[src/rtl/mips_pkg.sv]
// Shared definitions for the instruction-fetch slice.
//   fetch_state_e : fetch FSM states (S_RESET, S_FETCH, S_FULL)
//   NOP_INSTR     : instruction presented when nothing is valid
//   IM_AW_DEFAULT : default instruction-memory word-address width
//   PC_STEP       : byte increment between sequential fetches
package mips_pkg;

  typedef enum logic [1:0] {
    S_RESET = 2'd0,
    S_FETCH = 2'd1,
    S_FULL  = 2'd2
  } fetch_state_e;

  localparam logic [31:0] NOP_INSTR     = 32'h0000_0000;
  localparam int unsigned IM_AW_DEFAULT = 5;
  localparam logic [31:0] PC_STEP       = 32'd4;

endpackage

[src/rtl/fetch_fifo.sv]
// DEPTH-entry 64-bit synchronous FIFO holding {pc, instr} pairs.
//   clk, rst  : clock, synchronous active-high reset
//   i_clear   : drop all entries (wins over push/pop)
//   i_push    : write i_wdata at the tail
//   i_pop     : consume the head
//   i_wdata   : entry to push
//   o_count   : occupancy, 0..DEPTH
//   o_head    : entry at the head (meaningful when o_count != 0)
module fetch_fifo #(
  parameter int unsigned DEPTH = 2
) (
  input  logic                     clk,
  input  logic                     rst,
  input  logic                     i_clear,
  input  logic                     i_push,
  input  logic                     i_pop,
  input  logic [63:0]              i_wdata,
  output logic [$clog2(DEPTH):0]   o_count,
  output logic [63:0]              o_head
);

  localparam int unsigned AW = (DEPTH > 1) ? $clog2(DEPTH) : 1;
  localparam int unsigned CW = $clog2(DEPTH) + 1;

  logic [63:0]   r_mem [DEPTH];
  logic [AW-1:0] r_rd_ptr;
  logic [AW-1:0] r_wr_ptr;
  logic [CW-1:0] r_count;

  // Storage carries no reset; validity is tracked by r_count alone.
  always_ff @(posedge clk) begin
    if (!rst && !i_clear && i_push) begin
      r_mem[r_wr_ptr] <= i_wdata;
    end
  end

  // Pointers wrap naturally because DEPTH is a power of two.
  always_ff @(posedge clk) begin
    if (rst || i_clear) begin
      r_rd_ptr <= '0;
      r_wr_ptr <= '0;
      r_count  <= '0;
    end else begin
      if (i_push) r_wr_ptr <= r_wr_ptr + AW'(1);
      if (i_pop)  r_rd_ptr <= r_rd_ptr + AW'(1);
      case ({i_push, i_pop})
        2'b10:   r_count <= r_count + CW'(1);
        2'b01:   r_count <= r_count - CW'(1);
        default: r_count <= r_count;
      endcase
    end
  end

  assign o_count = r_count;
  assign o_head  = r_mem[r_rd_ptr];

endmodule

[src/rtl/fetch_queue_unit.sv]
// Instruction-fetch stage with a small prefetch queue ahead of IF/ID.
// Owns the fetch PC, drives the combinational IM, buffers fetched
// {pc, instr} pairs so downstream stalls do not waste IM cycles, and
// flushes/refetches on a redirect from ID.
//   clk, rst     : clock, synchronous active-high reset
//   im_addr      : IM word address (fetch_pc[IM_AW+1:2])
//   im_rdata     : IM instruction for im_addr, same cycle
//   stall        : downstream cannot accept this cycle
//   redirect     : flush the queue and restart at redirect_pc
//   redirect_pc  : redirect target (low two bits forced to 0)
//   if_valid     : if_pc/if_instr carry a real instruction
//   if_pc        : PC of the presented instruction (0 when invalid)
//   if_instr     : presented instruction (NOP when invalid)
//   q_count      : queue occupancy
// Build option: FETCH_BYPASS_EN presents im_rdata directly while the queue
// is empty, removing the bubble after reset or a redirect.
module fetch_queue_unit
  import mips_pkg::*;
#(
  parameter int unsigned DEPTH    = 2,
  parameter int unsigned IM_AW    = IM_AW_DEFAULT,
  parameter logic [31:0] RESET_PC = 32'h0000_0000
) (
  input  logic                   clk,
  input  logic                   rst,
  output logic [IM_AW-1:0]       im_addr,
  input  logic [31:0]            im_rdata,
  input  logic                   stall,
  input  logic                   redirect,
  input  logic [31:0]            redirect_pc,
  output logic                   if_valid,
  output logic [31:0]            if_pc,
  output logic [31:0]            if_instr,
  output logic [$clog2(DEPTH):0] q_count
);

  localparam int unsigned CW = $clog2(DEPTH) + 1;

  fetch_state_e  r_state;
  fetch_state_e  w_state_nxt;
  logic [31:0]   r_fetch_pc;
  logic [31:0]   w_fetch_pc_nxt;
  logic [31:0]   w_redirect_tgt;
  logic [CW-1:0] w_count;
  logic [CW-1:0] w_count_nxt;
  logic [63:0]   w_head;
  logic          w_q_nonempty;
  logic          w_bypass;
  logic          w_pop;
  logic          w_fifo_pop;
  logic          w_advance;
  logic          w_push;

  assign w_redirect_tgt = redirect_pc & ~32'h0000_0003;
  assign im_addr        = r_fetch_pc[IM_AW+1:2];
  assign w_q_nonempty   = (w_count != '0);
  assign q_count        = w_count;

`ifdef FETCH_BYPASS_EN
  assign w_bypass = (r_state == S_FETCH) && !w_q_nonempty;
`else
  assign w_bypass = 1'b0;
`endif

  always_comb begin
    if_valid = w_q_nonempty | w_bypass;
    if_pc    = '0;
    if_instr = NOP_INSTR;
    if (w_q_nonempty) begin
      {if_pc, if_instr} = w_head;
    end else if (w_bypass) begin
      if_pc    = r_fetch_pc;
      if_instr = im_rdata;
    end
  end

  // A bypassed instruction that is consumed still advances the PC but is
  // never written into the queue, and the queue itself is not popped.
  always_comb begin
    w_pop      = if_valid & ~stall & ~redirect;
    w_fifo_pop = w_pop & w_q_nonempty;
    w_advance  = (r_state != S_RESET) & ~redirect &
                 ((w_count < CW'(DEPTH)) | w_pop);
    w_push     = w_advance & ~(w_bypass & w_pop);
  end

  always_comb begin
    w_count_nxt    = w_count + CW'(w_push) - CW'(w_fifo_pop);
    w_fetch_pc_nxt = r_fetch_pc;
    w_state_nxt    = r_state;
    if (redirect) begin
      w_count_nxt    = '0;
      w_fetch_pc_nxt = w_redirect_tgt;
      w_state_nxt    = S_FETCH;
    end else begin
      if (w_advance) w_fetch_pc_nxt = r_fetch_pc + PC_STEP;
      case (r_state)
        S_RESET: w_state_nxt = S_FETCH;
        S_FETCH: if (stall && (w_count_nxt == CW'(DEPTH))) w_state_nxt = S_FULL;
        S_FULL:  if (w_pop) w_state_nxt = S_FETCH;
        default: w_state_nxt = S_FETCH;
      endcase
    end
  end

  always_ff @(posedge clk) begin
    if (rst) begin
      r_state    <= S_RESET;
      r_fetch_pc <= RESET_PC;
    end else begin
      r_state    <= w_state_nxt;
      r_fetch_pc <= w_fetch_pc_nxt;
    end
  end

  fetch_fifo #(
    .DEPTH(DEPTH)
  ) u_fifo (
    .clk     (clk),
    .rst     (rst),
    .i_clear (redirect),
    .i_push  (w_push),
    .i_pop   (w_fifo_pop),
    .i_wdata ({r_fetch_pc, im_rdata}),
    .o_count (w_count),
    .o_head  (w_head)
  );

endmodule

[config.mk]
export PLATFORM = sky130hd
export DESIGN_NAME = fetch_queue_unit
export DESIGN_NICKNAME = d
export VERILOG_FILES = /design/src/rtl/mips_pkg.sv /design/src/rtl/fetch_fifo.sv /design/src/rtl/fetch_queue_unit.sv
export SDC_FILE = /design/constraint.sdc
export NUM_CORES = 1
export LEC_CHECK = 0
export ABC_CLOCK_PERIOD_IN_PS = 7700
export CORE_MARGIN = 10
export CORE_UTILIZATION = 40
export DETAILED_ROUTE_END_ITERATION = 8
export GPL_ROUTABILITY_DRIVEN = 0
export MAX_ROUTING_LAYER = met4
export PLACE_DENSITY = 0.72
export SLEW_MARGIN = 40
export SYNTH_ARGS = -nofsm -noshare
export SYNTH_HDL_FRONTEND = slang
export SYNTH_SLANG_ARGS = --single-unit
[constraint.sdc]
create_clock -name clk -period 7.7 [get_ports clk]
set_clock_uncertainty 0.1 [all_clocks]
set_input_delay 1.54 -clock clk [delete_from_list [all_inputs] [get_ports clk]]
set_output_delay 1.54 -clock clk [all_outputs]
set_load 0.02 [all_outputs]
==> flow_summary.yaml, run 1 <==
die:
  die_w_um: 152
  die-area_um2: 23100
  boundaryPins: 140
  coreArea_um2: 17200
  die_h_um: 152
  rows: 48
  initial_core_util_pct: 40.5
routing:
  drc_errors: 0
  dr.pass1.iters: 5
  drtIter0Drc: 398
  post_drt_wl_per_cell_um: 18.3
  via_count: 4868
  wirelength_um: 16900
  via_per_inst: 5.27
  antenna_left: 0
layout:
  n_antenna_cell: 0
  final_cell_area_um2: 9190
  final_core_util_pct: 53.3
  nFillCells: 1401
  drive_gt1_share_pct: 7.59
  regArea_um2: 4470
  multi_input_area_um2: 2340
  area_growth_pct: 31.6
  layout.nets: 756
worst_hold_path:
  holdCritPathClass: "reg -> reg"
  worstHoldEndpoint: "u_fifo.r_mem[1][63]$_DFFE_PP_"
  holdPathStages: 0
  holdCritStartpoint: "r_fetch_pc[31]$_SDFFE_PP0P_"
timing:
  fin_crit_ns: 4.22
  maxSlewHeadroom_pct: 46.5
  worstMarginPinSlew_ns: 0.801
  rsz0062_at_grt: "false"
  fmax_mhz: 237
  finalSetupViolations: 0
  timing.hold.ws_ns: 0.422
  slew_viol_final: 0
  hold_viol_final: 0
  finalSetupTns_ns: 0
  finalCritPeriodShare_pct: 54.8
clocking:
  numClockSinks: 161
  clock-root-buffer: "clkbuf_16"
  cts_buffers: 17
  insertion_delay_ns: 0.41
  postCtsResizedCells: 0
  postCtsSetupBuffers: 0
  clockBufferDepth: 2
  clkTransAtPathRegs_ns: 0.06
  hold_buffers: 0
  cts_tree: "done"
  h-tree-depth: 4
synthesis:
  syn_inst: 555
  ys_ff_latch: 161
  synthArstFlopShare_pct: 0
  yosysWarningCount: 0
  syn_area_um2: 6980
  synth_edf_count: 124
  seq_area_frac_synth_pct: 63.9
  synthFlopType: "edfxtp_1"
  avgSynthCellArea_um2: 12.6
  synthDistinctLibCells: 55
critical_path:
  cp-start-kind: "register"
  cp.required_ns: 6.06
  reg2reg_slack_ns: 4.82
  critPathArrivalTime_ns: 2.58
  r2r-start: "u_fifo.o_count[1]$_SDFFE_PP0N_"
  regToRegEndpoint: "u_fifo.r_mem[1][46]$_DFFE_PP_"
  rr_worst_depth: 3
  crit_path_max_fanout: 35
  end_kind: "output port"
  crit_type: "reg -> out"
global_routing:
  antenna_found_initial: 0
  grt-ovfl-total: 0
  grt_max_degree: 44
  grt_pass1_vias: 4904
  grt_pass1_wl_um: 26900
  grt_usage_pct: 14.8
placement:
  port_buffers: 135
  postPlaceCellArea_um2: 8580
  post-dp-hpwl_um: 11700
power:
  irDropWorstVdd_mv: 0.131
  leakagePower_nw: 2.95
  powerDensity_nw_per_um2: 217
outcome:
  status: "finished clean"
flow_run:
  maxCapViolations: 0
-- area by class of cell --
cell class,count,area share [%]
clock buffer,23,5.20
multi-input combinational,350,25.5
inverter,10,0.408
clock inverter,9,1.43
timing repair buffer,145,15.8
sequential,161,48.6
tap,225,3.06
-- state kept, by name (all words and copies together) (netlist names), named ones only --
signal and flops:
r_fetch_pc 30, r_state 2, u_fifo.o_count 2, u_fifo.r_mem 124, u_fifo.r_rd_ptr 1, u_fifo.r_wr_ptr 1
-- worst max-delay path by stage --
stage | slack, ns | endpoint | cells past startpoint | start
after global placement | 3.27 | u_fifo.r_mem[1][1]$_DFFE_PP_ | 4 | stall
after global routing | 3.27 | if_instr[21] | 4 | u_fifo.o_count[1]$_SDFFE_PP0N_
final | 3.48 | if_pc[24] | 4 | u_fifo.o_count[1]$_SDFFE_PP0N_
after detailed placement | 3.15 | u_fifo.r_mem[1][51]$_DFFE_PP_ | 4 | stall
after CTS | 3.40 | if_pc[24] | 4 | u_fifo.o_count[1]$_SDFFE_PP0N_
after floorplan | 0.69 | u_fifo.r_mem[0][0]$_DFFE_PP_ | 4 | redirect
-- routing by layer --
metal | vias up | global-route usage (%) | share of wire, %
met1 | 2329 | 18.9 | 45
met2 | 182 | 22.8 | 48
met3 | 17 | 3.42 | 5.6
met4 | 0 | 4.49 | 1.1
met5 | - | - | 0
li1 | 2340 | - | -
-- metrics by stage --
stage | cells | total power, W | worst slack [ns]
global placement | 889 | 0.00115 | 3.27
finish | 923 | 0.00200 | 3.48
detailed placement | 891 | 0.00116 | 3.15
CTS | 923 | 0.00201 | 3.40
floorplan | 556 | 0.00108 | 0.686
global route | 923 | 0.00207 | 3.27
-- worst max-delay path, cell delays in order (launching register included) --
cell             delay [ns]
dfxtp_1                0.41
nor2_4                 0.60
buf_4                  0.46
nor2_1                 0.10
clkdlybuf4s50_1        0.57
-- cell usage after synthesis (7+ instances only) --
cell type / count / area [µm²]
nand2_1: 26 / 97.6
mux2i_1: 62 / 621
o31ai_1: 10 / 75.1
dfxtp_1: 37 / 741
or4_1: 9 / 67.6
or3_1: 7 / 43.8
buf_4: 7 / 52.6
nand3_1: 14 / 70.1
clkbuf_1: 21 / 78.8
a211oi_1: 7 / 52.6
nor3_1: 11 / 55.1
nor2_1: 97 / 364
a311oi_1: 12 / 105
nand4_1: 10 / 62.6
edfxtp_1: 124 / 3720
and3_1: 10 / 62.6
inv_1: 9 / 33.8
-- power by group --
group	internal, W	switching, W	total (W)
Clock	0.000535	0.000319	0.000854
Combinational	0.0000762	0.0000761	0.000152
Sequential	0.000963	0.0000263	0.000989
-- cell families after synthesis --
logic type      synth area share, %
other cells                  0.0537
compound gates                 6.56
xor+xnor                       1.85
mux                            8.89
flops                          63.9
buf+inv                        2.81
simple gates                   15.4
fa+ha+maj                     0.537
-- layout by cell type (no fill, tap or decap), types with 3 or more instances in the layout --
cell type and count:
buf_4 8, and4_1 3, and2_1 4, bufinv_16 3, or3_1 7, xnor2_1 6, or4_1 9, nor3_1 10
nand3_1 14, and3_1 9, a211oi_1 7, mux2i_1 62, nor4_1 3, nand2_1 26, edfxtp_1 124, ha_1 3
clkbuf_1 3, clkdlybuf4s50_1 135, nor2_1 96, dfxtp_1 36, clkbuf_16 17, clkinvlp_4 3, nand4_4 3, xor2_1 6
inv_1 9, a31oi_1 6, o31ai_1 10, a311oi_1 12, a21oi_1 4, o311ai_0 3, o21ai_0 3, nor2b_1 4
nand4_1 10, clkbuf_8 3
Power figures use the tool's default switching activity.
==> run 2: changes to the inputs <==
--- a/config.mk
+++ b/config.mk
@@ -5,7 +5,7 @@
 export SDC_FILE = /design/constraint.sdc
 export NUM_CORES = 1
 export LEC_CHECK = 0
-export ABC_CLOCK_PERIOD_IN_PS = 7700
+export ABC_CLOCK_PERIOD_IN_PS = 3900
 export CORE_MARGIN = 10
 export CORE_UTILIZATION = 40
 export DETAILED_ROUTE_END_ITERATION = 8
==> constraint.sdc (replaced) <==
create_clock -name clk -period 3.9 [get_ports clk]
set_clock_uncertainty 0.1 [all_clocks]
set_input_delay 0.78 -clock clk [delete_from_list [all_inputs] [get_ports clk]]
set_output_delay 0.78 -clock clk [all_outputs]
set_load 0.02 [all_outputs]
==> run 2 against run 1 <==
Effect of this change:
- flip-flop and latch count did not move
- routed wire length rose by 0.54%
- clock-buffer cell count did not move
- core utilization rose by 0.36 points
==> flow_summary.yaml, run 2 (synthesized netlist as in run 1, its figures left out) <==
outcome:
  status: "finished clean"
global_routing:
  antenna_found_initial: 0
  grt-ovfl-total: 0
  grt_max_degree: 46
  grt_pass1_wl_um: 27200
  grt_pass1_vias: 4983
  grt_usage_pct: 14.9
clocking:
  numClockSinks: 161
  insertion_delay_ns: 0.42
  clkTransAtPathRegs_ns: 0.06
  h-tree-depth: 4
  cts_tree: "done"
  postCtsSetupBuffers: 0
  hold_buffers: 0
  clockBufferDepth: 2
  postCtsResizedCells: 0
  clock-root-buffer: "clkbuf_16"
  cts_buffers: 17
critical_path:
  end_kind: "output port"
  critPathArrivalTime_ns: 2.28
  rr_worst_depth: 5
  r2r-start: "r_fetch_pc[2]$_SDFFE_PP0P_"
  crit_type: "reg -> out"
  cp-start-kind: "register"
  path_depth: 4
  cp.required_ns: 3.02
  cpPeakStageDelay_ns: 0.63
  regToRegEndpoint: "r_fetch_pc[30]$_SDFFE_PP0P_"
  crit_chain: "buf_12, mux2i_1, nor2_1, clkdlybuf4s50_1"
  crit_path_max_fanout: 41
  cp_num_buf_inv: 2
  reg2reg_slack_ns: 1.58
  cp_slowest_cell: "dfxtp_4"
  crit_family: "buffers and inverters"
timing:
  finalSetupViolations: 0
  hold_viol_final: 0
  rsz0062_at_grt: "false"
  fmax_mhz: 316
  slew_viol_final: 0
  fin_crit_ns: 3.16
  setup_slack_ns: 0.736
  finalSetupTns_ns: 0
  worstMarginPinSlew_ns: 0.678
  maxSlewHeadroom_pct: 54.8
  finalCritPeriodShare_pct: 81.1
layout:
  area_growth_pct: 32.4
  mostFrequentLayoutCells: "clkdlybuf4s50_1 (135), edfxtp_1 (124), nor2_1 (96)"
  largest_reg_flops: 124
  regMostFlops: "u_fifo.r_mem"
  drive_gt1_share_pct: 8.13
  stdcell_count: 926
  final_cell_area_um2: 9250
  n_antenna_cell: 0
  final_common_cell: "clkdlybuf4s50_1"
  final_core_util_pct: 53.7
  largestRegisters: "u_fifo.r_mem x124, r_fetch_pc x30"
  layout.nets: 759
power:
  internal_power_w: 0.00319
  leakagePower_nw: 2.99
  pwr-share-seq_pct: 48.5
  irDropWorstVdd_mv: 0.307
  p_sw_share_pct: 20.7
  comb_power_share_pct: 7.6
  p_clk_share_pct: 43.9
  powerDensity_nw_per_um2: 435
  power_switching_w: 0.000834
routing:
  post_drt_wl_per_cell_um: 18.4
  highest_layer: "met4"
  drc_errors: 0
  dr_wl_met2_um: 8320
  via_per_inst: 5.39
  wirelength_um: 17000
  via_count: 4988
  drtIter0Drc: 336
  dr.pass1.iters: 5
  route.met3.wl_um: 1050
  m1WireLength_um: 7500
  antenna_left: 0
worst_hold_path:
  worstHoldEndpoint: "u_fifo.r_mem[1][63]$_DFFE_PP_"
  holdCritPathClass: "reg -> reg"
  holdCritStartpoint: "r_fetch_pc[31]$_SDFFE_PP0P_"
  holdPathStages: 0
die:
  die-area_um2: 23100
  rows: 48
  boundaryPins: 140
  initial_core_util_pct: 40.5
  coreArea_um2: 17200
  die_w_um: 152
  die_h_um: 152
placement:
  dp.cells: 894
  post-place-ws_ns: 0.592
  port_buffers: 135
  post-dp-hpwl_um: 12000
  postPlaceCellArea_um2: 8610
flow_run:
  maxCapViolations: 0
[run 2: cell count changes in the layout (fill, tap and decap cells not counted)]
cell | previous run | this run
buf_4 | 8 | 11
bufinv_16 | 3 | 4
clkbuf_1 | 3 | 2
clkbuf_8 | 3 | 4
clkinv_4 | 1 | 0
clkinvlp_4 | 3 | 2
inv_6 | 0 | 1
nor3_2 | 1 | 0
nor3_4 | 0 | 1
[run 2: area by class of cell]
cell class	count	area (µm²)
Clock inverter	9	154
Timing Repair Buffer	148	1470
Inverter	10	37.5
Multi-Input combinational cell	350	2350
Sequential cell	161	4470
Tap cell	225	282
Fill cell	1429	7990
Clock buffer	23	488
[run 2: worst reg2reg max path: cells and delay by family, from the launching register on]
family                   cells  cell delay, ns
AO/OA/AOI/OAI                1            0.26
adder cells (fa/ha/maj)      1            0.32
flip-flops                   1            0.49
AND/OR/NAND/NOR              3            1.06
[run 2: per-layer routing]
metal / track usage [%] / vias to the layer above
li1: - / 2346
met3: 3.95 / 14
met1: 18.6 / 2416
met5: - / -
met4: 3.99 / 0
met2: 23.5 / 212
[run 2: worst max-delay path by stage]
stage | startpoint | to | slack [ns]
after floorplan | redirect | u_fifo.r_mem[0][0]$_DFFE_PP_ | 0.49
after CTS | register | if_pc[31] | 0.69
after global placement | redirect | r_state[0]$_SDFFE_PP0P_ | 0.68
after global routing | register | if_pc[31] | 0.58
final | register | if_instr[10] | 0.74
after detailed placement | redirect | r_state[0]$_SDFFE_PP0P_ | 0.59
[run 2: per-stage QoR]
step	hold slack [ns]	power [W]
2_1_floorplan	0.356	0.00213
3_3_place_gp	0.391	0.00228
3_5_place_dp	0.412	0.00230
4_1_cts	0.424	0.00406
5_1_grt	0.436	0.00417
6_report	0.425	0.00403
[run 2: power groups by stage]
stage	sequential [W]	clock, W	combinational [W]
after floorplan	0.00197	0	0.000157
after global placement	0.00199	0	0.000299
after detailed placement	0.00199	0	0.000307
after CTS	0.00195	0.00180	0.000308
after global routing	0.00196	0.00188	0.000332
final	0.00196	0.00177	0.000305
